$ cat config.mk
export PLATFORM = sky130hd
export DESIGN_NAME = systolic_affine_pe
export DESIGN_NICKNAME = d
export VERILOG_FILES = /design/src/rtl/systolic_affine_pe_pkg.sv /design/src/rtl/systolic_affine_pe_max3_src.sv /design/src/rtl/systolic_affine_pe.sv
export SDC_FILE = /design/constraint.sdc
export NUM_CORES = 1
export LEC_CHECK = 0
export BUFFER_PORTS_ARGS = -buffer_cell sky130_fd_sc_hd__buf_2
export CAP_MARGIN = 40
export CORE_MARGIN = 3
export CORE_UTILIZATION = 45
export DETAILED_ROUTE_END_ITERATION = 8
export GPL_TIMING_DRIVEN = 0
export PLACE_DENSITY = 0.69
export SLEW_MARGIN = 5
export SYNTH_ARGS = -nofsm -noshare
export SYNTH_HDL_FRONTEND = slang
export SYNTH_SLANG_ARGS = --single-unit
$ cat constraint.sdc
create_clock -name clk -period 11.8 [get_ports clk]
set_clock_uncertainty 0.1 [all_clocks]
set_input_delay 1.18 -clock clk [delete_from_list [all_inputs] [get_ports clk]]
set_output_delay 1.18 -clock clk [all_outputs]
set_load 0.02 [all_outputs]
$ cat src/rtl/systolic_affine_pe_pkg.sv
// Shared types, default scoring constants and saturating helpers for the affine-gap PE.
package design_variables;

    typedef enum logic [1:0] {IDLE, READY, RUN, DONE} pe_state_t;

    localparam int SOURCE_WIDTH = 2;
    typedef enum logic [SOURCE_WIDTH-1:0] {ZERO, DIAG, TOP, LEFT} src_t;

    localparam int DEFAULT_MATCH      = 2;
    localparam int DEFAULT_MISMATCH   = 1;
    localparam int DEFAULT_GAP_OPEN   = 3;
    localparam int DEFAULT_GAP_EXTEND = 1;

    function automatic logic [31:0] sat_sub(input logic [31:0] a, input logic [31:0] b);
        return (a > b) ? (a - b) : 32'd0;
    endfunction

    // Clamps to the all-ones value of a score that is `width` bits wide.
    function automatic logic [31:0] sat_add(input logic [31:0] a, input logic [31:0] b,
                                            input int width);
        logic [32:0] sum;
        logic [32:0] limit;
        sum   = {1'b0, a} + {1'b0, b};
        limit = (33'd1 << width) - 33'd1;
        return (sum > limit) ? limit[31:0] : sum[31:0];
    endfunction

endpackage

$ cat src/rtl/systolic_affine_pe_max3_src.sv
// Three-way maximum of the diagonal, top (F) and left (E) candidates with source encoding.
module max3_src
    import design_variables::*;
#(
    parameter int WIDTH = 16
) (
    input  logic [WIDTH-1:0] d_i,
    input  logic [WIDTH-1:0] t_i,
    input  logic [WIDTH-1:0] l_i,
    output logic [WIDTH-1:0] max_o,
    output src_t             src_o
);

    // Ties resolve diagonal first, then top, then left.
    always_comb begin
        logic [WIDTH-1:0] m;
        m = d_i;
        if (t_i > m) m = t_i;
        if (l_i > m) m = l_i;
        max_o = m;
        src_o = LEFT;
        if (m == '0)       src_o = ZERO;
        else if (d_i == m) src_o = DIAG;
        else if (t_i == m) src_o = TOP;
    end

endmodule

$ cat src/rtl/systolic_affine_pe.sv
// Smith-Waterman systolic PE with Gotoh affine gaps and saturating scores.
// Define PE_TRACEBACK_EN to add the registered src_out traceback port.
module systolic_affine_pe
    import design_variables::*;
#(
    parameter int SCORE_WIDTH  = 16,
    parameter int LETTER_WIDTH = 2,
    parameter int COL_WIDTH    = 10,
    parameter int MATCH        = DEFAULT_MATCH,
    parameter int MISMATCH     = DEFAULT_MISMATCH,
    parameter int GAP_OPEN     = DEFAULT_GAP_OPEN,
    parameter int GAP_EXTEND   = DEFAULT_GAP_EXTEND
) (
    input  logic                    clk,
    input  logic                    rst,
    input  logic                    query_load,
    input  logic [LETTER_WIDTH-1:0] query_letter_in,
    input  logic                    db_valid_in,
    input  logic                    db_last_in,
    input  logic [LETTER_WIDTH-1:0] db_letter_in,
    input  logic [SCORE_WIDTH-1:0]  h_in,
    input  logic [SCORE_WIDTH-1:0]  f_in,
    output logic                    db_valid_out,
    output logic                    db_last_out,
    output logic [LETTER_WIDTH-1:0] db_letter_out,
    output logic [SCORE_WIDTH-1:0]  h_out,
    output logic [SCORE_WIDTH-1:0]  f_out,
    output logic [SCORE_WIDTH-1:0]  best_score,
    output logic [COL_WIDTH-1:0]    best_col,
    output logic                    done
`ifdef PE_TRACEBACK_EN
    ,
    output logic [SOURCE_WIDTH-1:0] src_out
`endif
);

    pe_state_t state_q, state_d;

    logic [LETTER_WIDTH-1:0] query_q;
    logic [SCORE_WIDTH-1:0]  h_left_q, e_left_q, h_diag_q;
    logic [SCORE_WIDTH-1:0]  h_out_q, f_out_q, best_score_q;
    logic [COL_WIDTH-1:0]    col_q, best_col_q;
    logic                    db_valid_q, db_last_q;
    logic [LETTER_WIDTH-1:0] db_letter_q;

    logic                   beat, newSeq;
    logic [SCORE_WIDTH-1:0] hLeftEff, eLeftEff, hDiagEff, bestEff;
    logic [COL_WIDTH-1:0]   colEff, bestColEff, colNext;
    logic [SCORE_WIDTH-1:0] eOpen, eExt, eVal, fOpen, fExt, fVal, dVal, hVal;
    src_t                   srcVal;

    always_ff @(posedge clk) begin
        if (rst) state_q <= IDLE;
        else     state_q <= state_d;
    end

    // A valid beat in READY/DONE opens a sequence; a last beat always lands in DONE.
    always_comb begin
        state_d = state_q;
        case (state_q)
            IDLE:  if (query_load) state_d = READY;
            READY, DONE: begin
                if (db_valid_in)     state_d = db_last_in ? DONE : RUN;
                else if (query_load) state_d = READY;
            end
            RUN:   if (db_valid_in && db_last_in) state_d = DONE;
            default: state_d = IDLE;
        endcase
    end

    assign beat   = db_valid_in && (state_q != IDLE);
    assign newSeq = db_valid_in && ((state_q == READY) || (state_q == DONE));

    always_comb begin
        hLeftEff   = newSeq ? '0 : h_left_q;
        eLeftEff   = newSeq ? '0 : e_left_q;
        hDiagEff   = newSeq ? '0 : h_diag_q;
        bestEff    = newSeq ? '0 : best_score_q;
        colEff     = newSeq ? '0 : col_q;
        bestColEff = newSeq ? '0 : best_col_q;
        colNext    = (colEff == {COL_WIDTH{1'b1}}) ? colEff : colEff + 1'b1;

        eOpen = SCORE_WIDTH'(sat_sub(32'(hLeftEff), 32'(GAP_OPEN)));
        eExt  = SCORE_WIDTH'(sat_sub(32'(eLeftEff), 32'(GAP_EXTEND)));
        eVal  = (eOpen > eExt) ? eOpen : eExt;
        fOpen = SCORE_WIDTH'(sat_sub(32'(h_in), 32'(GAP_OPEN)));
        fExt  = SCORE_WIDTH'(sat_sub(32'(f_in), 32'(GAP_EXTEND)));
        fVal  = (fOpen > fExt) ? fOpen : fExt;
        dVal  = (query_q == db_letter_in)
              ? SCORE_WIDTH'(sat_add(32'(hDiagEff), 32'(MATCH), SCORE_WIDTH))
              : SCORE_WIDTH'(sat_sub(32'(hDiagEff), 32'(MISMATCH)));
    end

    max3_src #(.WIDTH(SCORE_WIDTH)) u_max3 (
        .d_i   (dVal),
        .t_i   (fVal),
        .l_i   (eVal),
        .max_o (hVal),
        .src_o (srcVal)
    );

    // Pass-through registers run in every state; scoring state only moves on a processed beat.
    always_ff @(posedge clk) begin
        if (rst) begin
            query_q      <= '0;
            h_left_q     <= '0;
            e_left_q     <= '0;
            h_diag_q     <= '0;
            h_out_q      <= '0;
            f_out_q      <= '0;
            best_score_q <= '0;
            best_col_q   <= '0;
            col_q        <= '0;
            db_valid_q   <= 1'b0;
            db_last_q    <= 1'b0;
            db_letter_q  <= '0;
        end else begin
            db_valid_q  <= db_valid_in;
            db_last_q   <= db_last_in;
            db_letter_q <= db_letter_in;
            if (query_load && (state_q != RUN)) query_q <= query_letter_in;
            if (beat) begin
                h_left_q <= hVal;
                e_left_q <= eVal;
                h_diag_q <= h_in;
                h_out_q  <= hVal;
                f_out_q  <= fVal;
                col_q    <= colNext;
                if (hVal > bestEff) begin
                    best_score_q <= hVal;
                    best_col_q   <= colEff;
                end else begin
                    best_score_q <= bestEff;
                    best_col_q   <= bestColEff;
                end
            end
        end
    end

`ifdef PE_TRACEBACK_EN
    src_t src_q;

    always_ff @(posedge clk) begin
        if (rst)       src_q <= ZERO;
        else if (beat) src_q <= srcVal;
    end

    assign src_out = src_q;
`else
    logic unusedSrc;
    assign unusedSrc = ^srcVal;
`endif

    assign db_valid_out  = db_valid_q;
    assign db_last_out   = db_last_q;
    assign db_letter_out = db_letter_q;
    assign h_out         = h_out_q;
    assign f_out         = f_out_q;
    assign best_score    = best_score_q;
    assign best_col      = best_col_q;
    assign done          = (state_q == DONE);

endmodule

==> metrics <==
outcome=finished, final reports clean; Static Leakage=4.65 nW; maximum capacitance violations=0; most common library cells after synthesis=sky130_fd_sc_hd__nor2_1, sky130_fd_sc_hd__nand2_1, sky130_fd_sc_hd__dfxtp_1; total CTS buffers=9; post-route standard cell area excluding fillers=about 11000 um^2; highest-delay cell along the critical path=sky130_fd_sc_hd__or4_4; Cell variety after synth=just over 80; arrival time worst endpoint=11.57 ns; largest stage delay on the critical path=a little under 0.6 ns; final routed wirelength across all metal layers=between 30000 and 40000 um; die width=~150 um; Placeable Area=around 21000 um^2; per-cell via count in the routed design=between 6 and 7; die boundary height=154 um; area added between synthesis and finish=13.2%; clock tree from TritonCTS=yes; number of global-route vias before repair=roughly 10000; overall power=roughly 4 mW; Post-Synthesis Cell Area=just under 10000 um^2; crit path launch type=input port; post-layout util=0.525; number of antenna-violating nets in the routed design=0; DRT iter0 DRCs=around 1100; r2r worst-path depth=39; aggregate global-route resource usage=0.298; worst slew margin relative to its limit=0.437; cell type with the highest aggregate area in the netlist=sky130_fd_sc_hd__dfxtp_1; root buffer selected by CTS=sky130_fd_sc_hd__clkbuf_16; post-synthesis area per instance=around 7.4 um^2; clock-pin slew on the worst setup and hold paths=~0.080 ns; hold path cells=2; type of the tightest min-delay check=flip-flop to flip-flop; primary flip-flop cell chosen by synthesis mapping=sky130_fd_sc_hd__dfxtp_1; routability congestion estimate from global placement=between 1 and 1.5; final hold viol count=0; Cell Rows=53; fraction of the yosys area taken by sequential cells=0.219; crit-path most repeated cell=sky130_fd_sc_hd__ha_1; Async SR Flop Fraction=0; Detail Placement HPWL=approximately 28000 um; register bit total from synthesis=108; count of final setup violators=0; Post-synth EDFFs=0; standard cell area after detailed placement=10700 um^2; leading cell type by number of instances after synthesis=sky130_fd_sc_hd__nor2_1; global-route wire length before repair=approximately 57000 um; Power Density=355 nW/um^2; Filler Cells Inserted=around 2100; Port-buffer cells=between 100 and 150; H-tree levels=3; worst slew pin tran=around 0.84 ns; capturing element type of the critical path=flip-flop; count of pins on the block boundary=between 100 and 150; initial antenna violation count=0; Initial DRT Pass Iterations=7; instance count of the mapped netlist=about 1300; Initial Util=0.463; number of max-slew violations in the final report=0; peak clock frequency supported by timing=approximately 0.09 GHz; area of the die=around 24000 um^2; Required @ worst endpoint=about 12 ns; largest buffer count on any clock path=2; total congestion overflow=0; CTS sink count=108; worst ir drop on vdd=roughly 0.00022 V; count of unresolved DRC violations after routing=0; average detailed-routed wire length per instance=21.0 um; category of the critical setup timing path=input port to flip-flop; clock insertion delay at the later pin of the skew report=about 0.37 ns; number of warning messages in the yosys log=0; largest net degree at the start of global routing=21; layout cell share with drive strength beyond 1=0.141; number of nets in the synthesized netlist=roughly 1500; post-layout minimum cycle time=around 11 ns; Vias=around 11000; fin crit share=0.969; cell types with the largest area share after synthesis=sky130_fd_sc_hd__dfxtp_1, sky130_fd_sc_hd__ha_1, sky130_fd_sc_hd__nor2_1, sky130_fd_sc_hd__nand2_1, sky130_fd_sc_hd__a21oi_1; net count of the finished layout=around 1600; maximum fanout along the worst path=10; top cell type's share of synthesized area=0.219; Antenna Diode Count=0
-- state kept, by name, summed over array words and instances, names as in the netlist, named ones only --
signal         count
best_score        16
e_left_q          16
f_out             16
h_diag_q          16
h_out             16
best_col          10
col_q             10
db_letter_out      2
query_q            2
db_last_out        1
db_valid_out       1
state_q            1
-- per-stage QoR --
stage,worst slack [ns],std cells,setup TNS [ns],hold WS (ns)
finish,0.365,1729,0,0.389
global route,-0.00862,1729,-0.00956,0.422
CTS,0.0829,1725,0,0.396
detailed placement,-1.37,1710,-31.91,0.376
global placement,-1.25,1708,-29.44,0.374
floorplan,1.34,1330,0,0.357
-- critical path, delay by kind of cell --
kind	cells	cell delay, ns
simple gates	13	3.95
compound gates	13	3.14
buf+inv	7	1.66
fa+ha+maj	4	1.11
mux	1	0.48
-- worst paths after layout --
kind	start	to	slack, ns
worst max-delay path	h_in[6]	best_score[10]	0.36
worst min-delay path	best_col[6]	best_col[6]	0.39
worst max register to register	state_q[0]	best_score[10]	1.04
worst min register to register	best_col[6]	best_col[6]	0.39
-- power by group --
group / total, mW / switching [mW] / internal, mW
registers: 0.484 / 0.0666 / 0.417
clock network: 0.317 / 0.162 / 0.155
logic: 3.16 / 2.01 / 1.16
total: 3.96 / 2.23 / 1.73
-- cell families (layout without fill, tap and decap cells) --
family | after synthesis | count (layout) | synth area share
xor gates and xnor gates | 47 | 47 | 0.0417
buffers and inverters | 131 | 255 | 0.0500
and+or+nand+nor | 581 | 581 | 0.296
adders and majority gates | 93 | 93 | 0.118
DFF | 108 | 108 | 0.219
muxes | 47 | 47 | 0.0505
AOI/OAI and AO/OA | 323 | 323 | 0.225
-- cells in the final DEF, fill, tap and decap left out, drive strengths merged, types with 16 or more instances in the layout --
master / netlist / routed
nor2: 165 / 165
mux2i: 28 / 28
a21o: 22 / 22
nand4: 38 / 38
nor3: 55 / 55
and2: 24 / 24
xnor2: 33 / 33
or3: 16 / 16
o211ai: 16 / 16
clkbuf: 65 / 75
o21ai: 58 / 58
ha: 93 / 93
a211oi: 18 / 18
a21oi: 81 / 81
nor4: 23 / 23
inv: 49 / 52
nand3: 28 / 28
nand2: 135 / 135
o31ai: 16 / 16
buf: 17 / 124
dfxtp: 108 / 108
a31oi: 18 / 18
mux2: 19 / 19
or4: 16 / 16
-- layout make-up --
type,instances,area [um^2],area share
buffer,80,318,0.0285
inverter,49,184,0.0165
clock inverter,6,62.6,0.00560
timing repair buffer,110,568,0.0509
clock buffer,10,239,0.0214
multi-input combinational,1091,7290,0.653
tap,275,344,0.0308
sequential,108,2160,0.194
-- per-layer routing --
| metal | global-route usage | vias up | part of all wire |
|---|---|---|---|
| met4 | 0.125 | 0 | 0.045 |
| met2 | 0.473 | 558 | 0.44 |
| met1 | 0.399 | 5103 | 0.42 |
| li1 | - | 5138 | - |
| met5 | 0 | - | 0 |
| met3 | 0.0524 | 114 | 0.089 |
-- what timing repair did --
| action | CTS | global route |
|---|---|---|
| setup buffers | 0 | 5 |
| hold buffers | 0 | 0 |
| resized for setup | 15 | 20 |
| pin swaps | 0 | 2 |
| setup endpoints to repair | 26 | 26 |
No activity file was read; power rests on OpenSTA's default activity.
